`config.mk`:
```
export PLATFORM = sky130hd
export DESIGN_NAME = fetch_sequencer
export DESIGN_NICKNAME = d
export VERILOG_FILES = /design/src/rtl/fetch_sequencer.sv
export SDC_FILE = /design/constraint.sdc
export NUM_CORES = 1
export LEC_CHECK = 0
export ABC_AREA = 1
export CAP_MARGIN = 30
export CORE_ASPECT_RATIO = 0.9
export CORE_MARGIN = 2
export CORE_UTILIZATION = 55
export CTS_BUF_LIST = sky130_fd_sc_hd__clkbuf_4 sky130_fd_sc_hd__clkbuf_8
export CTS_CLUSTER_SIZE = 12
export DETAILED_ROUTE_END_ITERATION = 8
export GPL_ROUTABILITY_DRIVEN = 0
export PLACE_DENSITY = 0.92
export SLEW_MARGIN = 30
export SYNTH_ARGS = -nofsm -noshare
export SYNTH_HDL_FRONTEND = slang
export SYNTH_SLANG_ARGS = --single-unit
export TNS_END_PERCENT = 1
```
`constraint.sdc`:
```
create_clock -name clk -period 4.1 [get_ports clk]
set_input_delay 0.615 -clock clk [delete_from_list [all_inputs] [get_ports clk]]
set_output_delay 0.615 -clock clk [all_outputs]
set_load 0.02 [all_outputs]
```
`src/rtl/fetch_sequencer.sv`:
```
// rtl/fetch_sequencer.sv - instruction fetch sequencer for a req/gnt/rvalid memory, drives the F/D register
module fetch_sequencer #(
    parameter logic [31:0] RESET_PC  = 32'h0000_0000,
    parameter logic [31:0] NOP_INSTR = 32'h0000_0013
) (
    input  logic        clk,
    input  logic        rst,
    input  logic        PCSrcM,
    input  logic [31:0] PCBranchM,
    input  logic        StallD,
    output logic        imem_req,
    output logic [31:0] imem_addr,
    input  logic        imem_gnt,
    input  logic        imem_rvalid,
    input  logic [31:0] imem_rdata,
    output logic [31:0] PCF,
    output logic [31:0] InstructionD,
    output logic [31:0] PCPlus4D,
    output logic        ValidD
);

    localparam logic [1:0] S_REQ  = 2'd0;
    localparam logic [1:0] S_WAIT = 2'd1;
    localparam logic [1:0] S_HOLD = 2'd2;

    logic [1:0]  state;
    logic        discard;
    logic [31:0] hold_instr;
    logic [31:0] hold_pc4;
    logic [31:0] pc_plus4;

    assign pc_plus4  = PCF + 32'd4;
    // Request is a pure decode of registered state; gated off while reset is held.
    assign imem_req  = (state == S_REQ) && !rst;
    assign imem_addr = PCF;

    always_ff @(posedge clk) begin
        if (rst) begin
            state        <= S_REQ;
            discard      <= 1'b0;
            PCF          <= RESET_PC;
            InstructionD <= NOP_INSTR;
            PCPlus4D     <= 32'd0;
            ValidD       <= 1'b0;
            hold_instr   <= NOP_INSTR;
            hold_pc4     <= 32'd0;
        end else if (PCSrcM) begin
            PCF          <= PCBranchM;
            InstructionD <= NOP_INSTR;
            ValidD       <= 1'b0;
            case (state)
                S_REQ: begin
                    if (imem_gnt) begin
                        state   <= S_WAIT;
                        discard <= 1'b1;
                    end
                end
                S_WAIT: begin
                    if (imem_rvalid) begin
                        state   <= S_REQ;
                        discard <= 1'b0;
                    end else begin
                        discard <= 1'b1;
                    end
                end
                default: state <= S_REQ;
            endcase
        end else begin
            // Bubble by default; overridden below when an instruction moves into D.
            if (!StallD) begin
                InstructionD <= NOP_INSTR;
                ValidD       <= 1'b0;
            end
            case (state)
                S_REQ: begin
                    if (imem_gnt) begin
                        state <= S_WAIT;
                    end
                end
                S_WAIT: begin
                    if (imem_rvalid) begin
                        if (discard) begin
                            discard <= 1'b0;
                            state   <= S_REQ;
                        end else begin
                            PCF <= pc_plus4;
                            if (!StallD) begin
                                InstructionD <= imem_rdata;
                                PCPlus4D     <= pc_plus4;
                                ValidD       <= 1'b1;
                                state        <= S_REQ;
                            end else begin
                                hold_instr <= imem_rdata;
                                hold_pc4   <= pc_plus4;
                                state      <= S_HOLD;
                            end
                        end
                    end
                end
                S_HOLD: begin
                    if (!StallD) begin
                        InstructionD <= hold_instr;
                        PCPlus4D     <= hold_pc4;
                        ValidD       <= 1'b1;
                        state        <= S_REQ;
                    end
                end
                default: state <= S_REQ;
            endcase
        end
    end

endmodule

```
==> results.txt, run 1 <==
Max Slew Vio Count: 0
Critical-path maximum fanout: 41
Post-layout net count: 1392
Ys Warns: 0
Minimum setup slack after placement: 1.176 ns
Total wirelength of the detailed-routed design: 22480 um
Path type of the worst min-delay path: flop to flop
Minimum setup slack among reg-to-reg paths: 1.40 ns
Critical path capture point type: flop
Maximum vdd drop: 0.2981 mV
Overall overflow remaining after global route: 0
Critical Path Start Type: flop
Global-route wire length before repair: 36060 um
Clock tree from TritonCTS: done
Die area: 15540 um2
Power per standard cell area: 353.0 nW/um2
Slew at the pin closest to its max-slew limit: 0.9064 ns
Syn Area/Cell: 6.732 um2
Boundary Pins: 200
Relative slew slack: 0.3951
Status: completed
Number of endpoints failing setup at the final stage: 0
First-pass DRT Iterations: 5
Number of vias in the routed layout: 8149
Setup clock skew after layout: 0.01204 ns
Post-synth ARST share: 0
Number of rows in the core area: 41
#FFs+latches synth: 164
Residual antenna-violating net count after detailed routing: 0
Worst Setup Slack, final: 1.400 ns
Minimum clock period after layout: 2.700 ns
Fraction of post-synthesis cell area in the top cell type by area: 0.4102
Number of hold-slack violations in the final timing report: 0
Total global routing track utilization: 0.2821
Share of the cycle needed by the critical path after routing: 0.6585
Post-Synthesis Cell Area: 8004 um2
Hold Crit Start: PCPlus4D[4]
Sink Count: 164
IO buf count: 199
Maximum number of pins on one net before global-route repair: 66
Top-count cell post-synth: sky130_fd_sc_hd__nand2_1
Number of global-route vias before repair: 7421
Hold buffers post-CTS: 0
Highest cell delay on the worst timing path: 0.61 ns
Cells on worst reg2reg path: 8
Number of buffers on the longest clock path: 2
Fill cell count: 1087
Synth area leaders: sky130_fd_sc_hd__dfxtp_1, sky130_fd_sc_hd__nand2_1, sky130_fd_sc_hd__a21oi_1, sky130_fd_sc_hd__o21ai_0, sky130_fd_sc_hd__inv_1
Post-CTS setup repair buffer count: 0
Clk slew on worst S/H paths: 0.08 ns
Class of the most critical setup path: flop to flop
Critical path data required time: 4.49 ns
Starting density of the core: 0.5674
Cell repeated most along the worst path: sky130_fd_sc_hd__o21ai_0
Critical Path, Cell by Cell: inv_1 -> ha_2 -> o21ai_0 -> nand3_2 -> buf_4 -> nor2_1 -> o21ai_0 -> a21oi_1
Maximum frequency from static timing analysis: 370.4 MHz
WP data arrival: 3.09 ns
Die span in y: 118.4 um
Average wire per cell in the routed design: 14.75 um
P_leak: 4.234 nW
Synthesized instance count: 1189
Post-synthesis net count: 1263
Reg2reg start: state[0]
Clock Root Buffer: sky130_fd_sc_hd__clkbuf_8
Max-cap check violation count: 0
Antenna fix cells: 0
DRC violation count after routing: 0
Synth Flop Type: sky130_fd_sc_hd__dfxtp_1
Total half-perimeter wirelength after legalization and detailed placement: 15340 um
Hold_ws: 0.4538 ns
Inserted Clock Buffers: 17
Skew-Pair Late Insertion Delay: 0.46 ns
Largest area contributor in the synthesized netlist: sky130_fd_sc_hd__dfxtp_1
Library cell contributing the largest single delay on the critical path: sky130_fd_sc_hd__nand3_2
Unrepaired setup endpoints after global routing: no
Number of synthesized flops with an enable pin: 0
Number of unique standard cell types used by synthesis: 31
Hold Crit Endpoint: PCPlus4D[4]
Detail-routed via count per cell: 5.347
Share of final-layout standard cells stronger than drive strength 1: 0.05109
Initial antenna violation count: 0
Setup_tns: 0 ns
Worst hold path stage count: 2
Placeable core region: 14110 um2
Number of DRC markers in iteration 0: 850
Post-synth top cells: sky130_fd_sc_hd__nand2_1, sky130_fd_sc_hd__dfxtp_1, sky130_fd_sc_hd__a21oi_1
# resized after CTS: 0
Portion of the post-synthesis area used by sequential elements: 0.4102
Horizontal die dimension: 131.2 um
H-tree level count: 4
Relative area change from synthesis to final layout: 27.57%
R2R Path End: PCPlus4D[8]
## worst max path at each step
| stage | depth (start not counted) | from | endpoint | slack [ns] |
|---|---|---|---|---|
| after global placement | 8 | imem_rvalid | hold_pc4[7] | 1.25 |
| after floorplan | 3 | rst | imem_req | 2.16 |
| after CTS | 7 | state[0] | InstructionD[25] | 1.34 |
| final | 8 | state[0] | PCPlus4D[8] | 1.40 |
| after global routing | 8 | state[0] | PCPlus4D[10] | 1.09 |
| after detailed placement | 8 | imem_rvalid | hold_pc4[10] | 1.18 |
## cells in the final DEF (no fill, tap or decap), drive strengths merged
cell type,instances
a22o,5
clkdlybuf4s50,198
a22oi,1
buf,10
ha,4
dfxtp,164
clkbuf,20
xor2,10
nand3,31
xnor2,5
and2,3
inv,142
a21oi,142
clkinv,4
a21o,5
o211ai,3
clkinvlp,3
bufinv,4
nor4,1
o21ai,124
nand2,328
a31oi,11
nor2,109
o22ai,4
## metrics by stage
step           area, um2    util  total power (W)  instances
2_1_floorplan       8004       -         0.002087       1189
3_3_place_gp        9769  0.6925         0.002313       1492
3_5_place_dp        9769  0.6925         0.002327       1492
4_1_cts            10210  0.7238         0.003599       1524
5_1_grt            10210  0.7238         0.003736       1524
6_report           10210  0.7238         0.003605       1524
## worst max-delay path, delay by kind of cell (launching register included)
kind	cells	cell delay [ns]
simple gates	2	0.72
flops	1	0.34
buf+inv	2	0.55
compound gates	3	0.57
fa+ha+maj	1	0.43
## cells by family after synthesis
family / after synthesis / synth area share
buffers and inverters: 239 / 0.1354
DFF: 164 / 0.4102
AOI/OAI and AO/OA: 295 / 0.1920
adders and majority gates: 4 / 0.006253
xor gates and xnor gates: 15 / 0.01641
and+or+nand+nor: 472 / 0.2398
## state kept, by name, indices dropped and copies added (netlist names)
register / cells
PCF: 32
discard: 1
state: 2
PCPlus4D: 32
InstructionD: 32
ValidD: 1
hold_instr: 32
hold_pc4: 32
## where the power goes
group,leakage (nW),switching (W),internal (W)
clock network,0.216,0.000609,0.000694
registers,1.33,0.0000599,0.00165
logic,2.69,0.000339,0.000250
total,4.23,0.00101,0.00260
## layer usage
layer	vias to the layer above	track usage	part of all wire
met5	-	0	0
met4	0	0.1067	0.023
met3	54	0.05577	0.076
met2	381	0.4635	0.48
met1	3732	0.3686	0.42
li1	3982	-	-
## final cells by class
cell class	instances	area, um2	area share
clock buffer	20	262.8	0.02573
clock inverter	12	178.9	0.01752
inverter	141	529.3	0.05183
multi-input combinational	786	3649	0.3573
sequential	164	3283	0.3215
tap	193	241.5	0.02365
timing repair buffer	208	2067	0.2024
No activity file was read; power rests on OpenSTA's default activity.
==> inputs of run 2 (changes only) <==
--- a/config.mk
+++ b/config.mk
@@ -9,12 +9,12 @@
 export CAP_MARGIN = 30
 export CORE_ASPECT_RATIO = 0.9
 export CORE_MARGIN = 2
-export CORE_UTILIZATION = 55
+export CORE_UTILIZATION = 46
 export CTS_BUF_LIST = sky130_fd_sc_hd__clkbuf_4 sky130_fd_sc_hd__clkbuf_8
 export CTS_CLUSTER_SIZE = 12
 export DETAILED_ROUTE_END_ITERATION = 8
 export GPL_ROUTABILITY_DRIVEN = 0
-export PLACE_DENSITY = 0.92
+export PLACE_DENSITY = 0.82
 export SLEW_MARGIN = 30
 export SYNTH_ARGS = -nofsm -noshare
 export SYNTH_HDL_FRONTEND = slang
==> constraint.sdc (replaced) <==
create_clock -name clk -period 2.3 [get_ports clk]
set_input_delay 0.345 -clock clk [delete_from_list [all_inputs] [get_ports clk]]
set_output_delay 0.345 -clock clk [all_outputs]
set_load 0.02 [all_outputs]
==> results.txt, run 2 (synthesis gave the netlist of run 1 again) <==
Number of rows in the core area: 45 (+9.8%)
Status: completed
Number of buffers on the longest clock path: 2 (unchanged)
Critical Path Start Type: flop
Total half-perimeter wirelength after legalization and detailed placement: 15440 um (+0.68%)
Relative area change from synthesis to final layout: 29.33%
WP data arrival: 1.65 ns (-1.44 ns)
Most common cell after layout, fill and taps aside: sky130_fd_sc_hd__nand2_1
Maximum frequency from static timing analysis: 500.6 MHz
Number of cells after detailed placement: 1545 (+3.6%)
Share of final-layout standard cells stronger than drive strength 1: 0.05812 (+0.007033)
Relative slew slack: 0.5772 (+0.1821)
Die span in y: 129.1 um (+9.0%)
Overall overflow remaining after global route: 0 (unchanged)
Max Slew Vio Count: 0 (unchanged)
Number of DRC markers in iteration 0: 695 (-18%)
Setup_tns: 0 ns (unchanged)
Horizontal die dimension: 143.0 um (+9.1%)
Most used cells in the layout excluding fill and tap cells: sky130_fd_sc_hd__nand2_1, sky130_fd_sc_hd__clkdlybuf4s50_1, sky130_fd_sc_hd__dfxtp_1, sky130_fd_sc_hd__a21oi_1, sky130_fd_sc_hd__inv_1
Library cell contributing the largest single delay on the critical path: sky130_fd_sc_hd__clkdlybuf4s50_1
Starting density of the core: 0.4723 (-0.09508)
Finished Layout Cells: 1577 (+3.5%)
Worst hold path stage count: 4 (+2)
Global routing met1 resource utilization: 0.3244 (-0.04418)
Met2 Usage GRT: 0.3831 (-0.08043)
# resized after CTS: 0 (unchanged)
Class of the most critical setup path: flop to output port
Unrepaired setup endpoints after global routing: no
Total global routing track utilization: 0.2366 (-0.04544)
Initial antenna violation count: 0 (unchanged)
Clock Root Buffer: sky130_fd_sc_hd__clkbuf_8
DRC violation count after routing: 0 (unchanged)
Setup clock skew after layout: 0.01496 ns (+0.002914 ns)
Hold Crit Start: rst
Cells on worst reg2reg path: 9 (+1)
Maximum number of pins on one net before global-route repair: 65 (-1.5%)
Number of global-route vias before repair: 7150 (-3.7%)
P_leak: 4.300 nW (+1.6%)
Inserted Clock Buffers: 17 (unchanged)
Antenna fix cells: 0 (unchanged)
Most used routing layer: met2
Power per standard cell area: 601.7 nW/um2 (+70%)
IO buf count: 199 (unchanged)
Highest cell delay on the worst timing path: 0.67 ns (+0.06 ns)
Reg2reg start: state[1]
Number of hold-slack violations in the final timing report: 0 (unchanged)
Grt met3 use: 0.04176 (-0.01401)
Skew-Pair Late Insertion Delay: 0.46 ns (about the same)
Critical Path, Cell by Cell: clkdlybuf4s50_1
Die area: 18470 um2 (+19%)
Number of buffer and inverter stages on the critical path: 1 (-1)
Minimum clock period after layout: 1.997 ns
Critical path capture point type: output port
H-tree level count: 4 (unchanged)
Post-layout net count: 1403 (+0.79%)
Slew at the pin closest to its max-slew limit: 0.6342 ns (-0.2722 ns)
Maximum vdd drop: 0.3848 mV (+29%)
Critical-path maximum fanout: 6 (-85%)
Path type of the worst min-delay path: input port to flop
Hold buffers post-CTS: 0 (unchanged)
Post-CTS setup repair buffer count: 0 (unchanged)
Residual antenna-violating net count after detailed routing: 0 (unchanged)
Average wire per cell in the routed design: 14.10 um (-4.4%)
Minimum setup slack among reg-to-reg paths: 0.36 ns (-1.04 ns)
Number of vias in the routed layout: 7901 (-3.0%)
R2R Path End: hold_instr[23]
First-pass DRT Iterations: 5 (unchanged)
Hold Crit Endpoint: discard
Sink Count: 164 (unchanged)
Global-route wire length before repair: 35120 um (-2.6%)
Critical path data required time: 1.96 ns (-2.53 ns)
Clk slew on worst S/H paths: 0.09 ns (about the same)
Number of endpoints failing setup at the final stage: 0 (unchanged)
Share of the cycle needed by the critical path after routing: 0.8684
Max-cap check violation count: 0 (unchanged)
Placeable core region: 16950 um2 (+20%)
Total wirelength of the detailed-routed design: 22240 um (-1.0%)
CP top delay family: buffers and inverters
Clock tree from TritonCTS: done
Detail-routed via count per cell: 5.010 (-6.3%)
Boundary Pins: 200 (unchanged)
## run 2: cell types whose count changed in the layout (fill, tap and decap cells not counted), sizes merged
cell	previous run	this run
clkinv	4	6
buf	10	21
bufinv	4	2
dlymetal6s2s	0	1
clkdlybuf4s50	198	197
## run 2: power by group
group	internal, W	switching [W]
Combinational	0.000465	0.000609
Sequential	0.00295	0.000104
Clock	0.00102	0.00108
## run 2: how the worst max path moves through the flow
stage                startpoint        endpoint  slack (ns)  cells past startpoint
floorplan                PCF[2]         PCF[16]        0.62                      8
global placement    imem_rvalid  hold_instr[29]        0.31                      8
detailed placement  imem_rvalid  hold_instr[23]        0.18                      8
CTS                    state[0]        imem_req        0.07                      5
global route           state[1]  hold_instr[17]        0.18                      9
finish                  PCF[19]         PCF[19]        0.30                      1
## run 2: layout make-up
class                           count  area, um2
Sequential cell                   164       3283
Clock buffer                       20      262.8
Multi-Input combinational cell    786       3649
Clock inverter                     12      131.4
Timing Repair Buffer              219       2202
Tap cell                          235      294.0
Fill cell                        1541       6596
Inverter                          141      529.3
## run 2: routing by layer
layer / wire length (um) / vias to the layer above
met3: 1556 / 27
met4: 317 / 0
li1: - / 3997
met2: 10330 / 298
met1: 10030 / 3579
met5: 0 / -
## run 2: stage by stage
step / worst slack, ns / area, um2 / power, W / hold slack (ns) / utilization
after floorplan: 0.6152 / 8004 / 0.003720 / 0.4408 / -
after global placement: 0.3136 / 9955 / 0.004163 / 0.4336 / 0.5874
after detailed placement: 0.1833 / 9955 / 0.004180 / 0.4387 / 0.5874
after CTS: 0.06719 / 10350 / 0.006252 / 0.2233 / 0.6106
after global routing: 0.1772 / 10350 / 0.006491 / 0.2674 / 0.6108
final: 0.3026 / 10350 / 0.006228 / 0.2556 / 0.6108
==> inputs of run 3 (changes only) <==
--- a/config.mk
+++ b/config.mk
@@ -5,7 +5,6 @@
 export SDC_FILE = /design/constraint.sdc
 export NUM_CORES = 1
 export LEC_CHECK = 0
-export ABC_AREA = 1
 export CAP_MARGIN = 30
 export CORE_ASPECT_RATIO = 0.9
 export CORE_MARGIN = 2
@@ -14,7 +13,7 @@
 export CTS_CLUSTER_SIZE = 12
 export DETAILED_ROUTE_END_ITERATION = 8
 export GPL_ROUTABILITY_DRIVEN = 0
-export PLACE_DENSITY = 0.82
+export PLACE_DENSITY = 0.83
 export SLEW_MARGIN = 30
 export SYNTH_ARGS = -nofsm -noshare
 export SYNTH_HDL_FRONTEND = slang
==> results.txt, run 3 <==
Antenna fix cells: 0 (unchanged)
Reg2reg start: PCF[3]
WP data arrival: 2.50 ns (+0.85 ns)
Critical path data required time: 2.65 ns (+0.69 ns)
Number of unique standard cell types used by synthesis: 53 (+71%)
Sink Count: 164 (unchanged)
Max Slew Vio Count: 0 (unchanged)
Post-layout net count: 1205 (-14%)
P_leak: 3.507 nW (-18%)
Share of the cycle needed by the critical path after routing: 0.9368 (+0.06830)
Setup clock skew after layout: 0.01303 ns (-0.001922 ns)
Placeable core region: 16240 um2 (-4.2%)
H-tree level count: 4 (unchanged)
Synth area leaders: sky130_fd_sc_hd__dfxtp_1, sky130_fd_sc_hd__nor2_1, sky130_fd_sc_hd__nand2_1, sky130_fd_sc_hd__a21oi_1, sky130_fd_sc_hd__a211oi_1
Detail-routed via count per cell: 5.614 (+12%)
Finished Layout Cells: 1351 (-14%)
Class of the most critical setup path: flop to flop
Top-count cell post-synth: sky130_fd_sc_hd__dfxtp_1
Critical Path Start Type: flop
Start point of the critical path: PCF[3]
Critical Path, Cell by Cell: ha_1 -> nand3_1 -> or3_4 -> or4_4 -> xor2_1 -> o22ai_1
Post-synthesis net count: 1041 (-18%)
Power per standard cell area: 578.6 nW/um2 (-3.8%)
Largest area contributor in the synthesized netlist: sky130_fd_sc_hd__dfxtp_1
Hold Crit Start: rst
Number of cells after detailed placement: 1319 (-15%)
Relative area change from synthesis to final layout: 33.07%
Minimum clock period after layout: 2.155 ns (+0.1571 ns)
Setup_tns: 0 ns (unchanged)
Skew-Pair Late Insertion Delay: 0.46 ns (about the same)
Die span in y: 126.6 um (-2.0%)
Number of synthesized flops with an enable pin: 0 (unchanged)
First-pass DRT Iterations: 6 (+1)
Slew at the pin closest to its max-slew limit: 0.5702 ns (-0.06399 ns)
Number of buffers on the longest clock path: 2 (unchanged)
Fill cell count: 1379 (-11%)
Area taken by flip-flops and latches: 3283 um2 (unchanged)
IO buf count: 199 (unchanged)
Boundary Pins: 200 (unchanged)
Initial antenna violation count: 0 (unchanged)
Starting density of the core: 0.4731 (+0.0008349)
Post-synth top cells: sky130_fd_sc_hd__dfxtp_1, sky130_fd_sc_hd__nor2_1, sky130_fd_sc_hd__nand2_1
Relative slew slack: 0.6195 (+0.04224)
Area of the multi-input gates: 3832 um2 (+5.0%)
Global-route wire length before repair: 35910 um (+2.3%)
Overall overflow remaining after global route: 0 (unchanged)
Total global routing track utilization: 0.2527 (+0.01608)
Synth Flop Type: sky130_fd_sc_hd__dfxtp_1
Die area: 17760 um2 (-3.9%)
Number of hold-slack violations in the final timing report: 0 (unchanged)
Share of final-layout standard cells stronger than drive strength 1: 0.09441 (+0.03628)
Critical path capture point type: flop
Horizontal die dimension: 140.2 um (-2.0%)
Unrepaired setup endpoints after global routing: no
Syn Area/Cell: 7.946 um2 (+18%)
Residual antenna-violating net count after detailed routing: 0 (unchanged)
Path type of the worst min-delay path: input port to flop
Post-synth ARST share: 0 (unchanged)
Number of rows in the core area: 44 (-2.2%)
Synthesized instance count: 967 (-19%)
Inserted Clock Buffers: 17 (unchanged)
Most common cell after layout, fill and taps aside: sky130_fd_sc_hd__clkdlybuf4s50_1
Clock Root Buffer: sky130_fd_sc_hd__clkbuf_8
#FFs+latches synth: 164 (unchanged)
Total half-perimeter wirelength after legalization and detailed placement: 16000 um (+3.6%)
Status: completed
Clock tree from TritonCTS: done
Maximum frequency from static timing analysis: 464.1 MHz (-7.3%)
Post-CTS setup repair buffer count: 0 (unchanged)
Fraction of post-synthesis cell area in the top cell type by area: 0.4273 (+0.01710)
CP top delay family: simple AND/OR/NAND/NOR gates
Max-cap check violation count: 0 (unchanged)
Average wire per cell in the routed design: 16.78 um (+19%)
Portion of the post-synthesis area used by sequential elements: 0.4273 (+0.01710)
Most used cells in the layout excluding fill and tap cells: sky130_fd_sc_hd__clkdlybuf4s50_1, sky130_fd_sc_hd__dfxtp_1, sky130_fd_sc_hd__nor2_1, sky130_fd_sc_hd__nand2_1, sky130_fd_sc_hd__a21oi_1
Number of vias in the routed layout: 7585 (-4.0%)
Library cell contributing the largest single delay on the critical path: sky130_fd_sc_hd__or4_4
Number of buffer and inverter stages on the critical path: 0 (-1)
Maximum number of pins on one net before global-route repair: 47 (-28%)
Number of endpoints failing setup at the final stage: 0 (unchanged)
Ys Warns: 0 (unchanged)
Number of global-route vias before repair: 6932 (-3.0%)
Clk slew on worst S/H paths: 0.09 ns (about the same)
Total wirelength of the detailed-routed design: 22670 um (+1.9%)
Maximum vdd drop: 0.3850 mV (about the same)
DRC violation count after routing: 0 (unchanged)
Post-Synthesis Cell Area: 7684 um2 (-4.0%)
Hold buffers post-CTS: 0 (unchanged)
Number of DRC markers in iteration 0: 627 (-9.8%)
Critical-path maximum fanout: 4 (-2)
Highest cell delay on the worst timing path: 0.49 ns (-0.18 ns)
run 3: final timing paths:
path	slack, ns	end	depth (start not counted)
setup reg to reg	0.15	PCPlus4D[28]	6
hold / removal	0.29	hold_instr[26]	2
hold reg to reg	0.45	PCPlus4D[6]	2
setup / recovery	0.15	PCPlus4D[28]	6
run 3: layout make-up:
class                   count  area share
repair buffers            255      0.2408
multi-input cells         682      0.3748
inverters                  11    0.004038
clock inverters            14     0.01028
well taps                 207     0.02533
flip-flops and latches    164      0.3211
clock buffers              18     0.02362
run 3: cells by family after synthesis:
group                      share of synthesized area
and+or+nand+nor                               0.2301
muxes                                        0.01042
DFF                                           0.4273
xor gates and xnor gates                     0.05358
adders and majority gates                   0.006514
AOI/OAI and AO/OA                             0.1946
buffers and inverters                        0.07751
run 3: stage by stage:
step,instance area [um2],total power (W),util,worst slack (ns),hold WS [ns]
after floorplan,7684,0.003620,-,0.02000,0.4352
after detailed placement,9866,0.004102,0.6075,0.08189,0.4456
final,10220,0.005916,0.6296,0.1455,0.2889
after global placement,9866,0.004084,0.6075,0.1168,0.4411
after CTS,10210,0.005935,0.6288,0.03537,0.2734
after global routing,10220,0.006162,0.6296,0.003346,0.2786
run 3: report_power, final:
part / total [W] / leakage [nW] / switching [W] / internal, W
registers: 0.00301 / 1.33 / 0.0000836 / 0.00292
clock network: 0.00187 / 0.165 / 0.00110 / 0.000763
logic: 0.00104 / 2.01 / 0.000573 / 0.000470
total: 0.00592 / 3.51 / 0.00176 / 0.00416
run 3: what timing repair did:
| action | in CTS | in global routing |
|---|---|---|
| endpoints found under the hold margin | 0 | 0 |
| resized for setup | 0 | 3 |
| endpoints found under the setup margin | 0 | 3 |
run 3: layer usage:
metal,GRT usage,routed length (um)
met5,0,0
met4,0.08497,591
met3,0.05096,1846
met2,0.3933,10210
met1,0.3523,10020
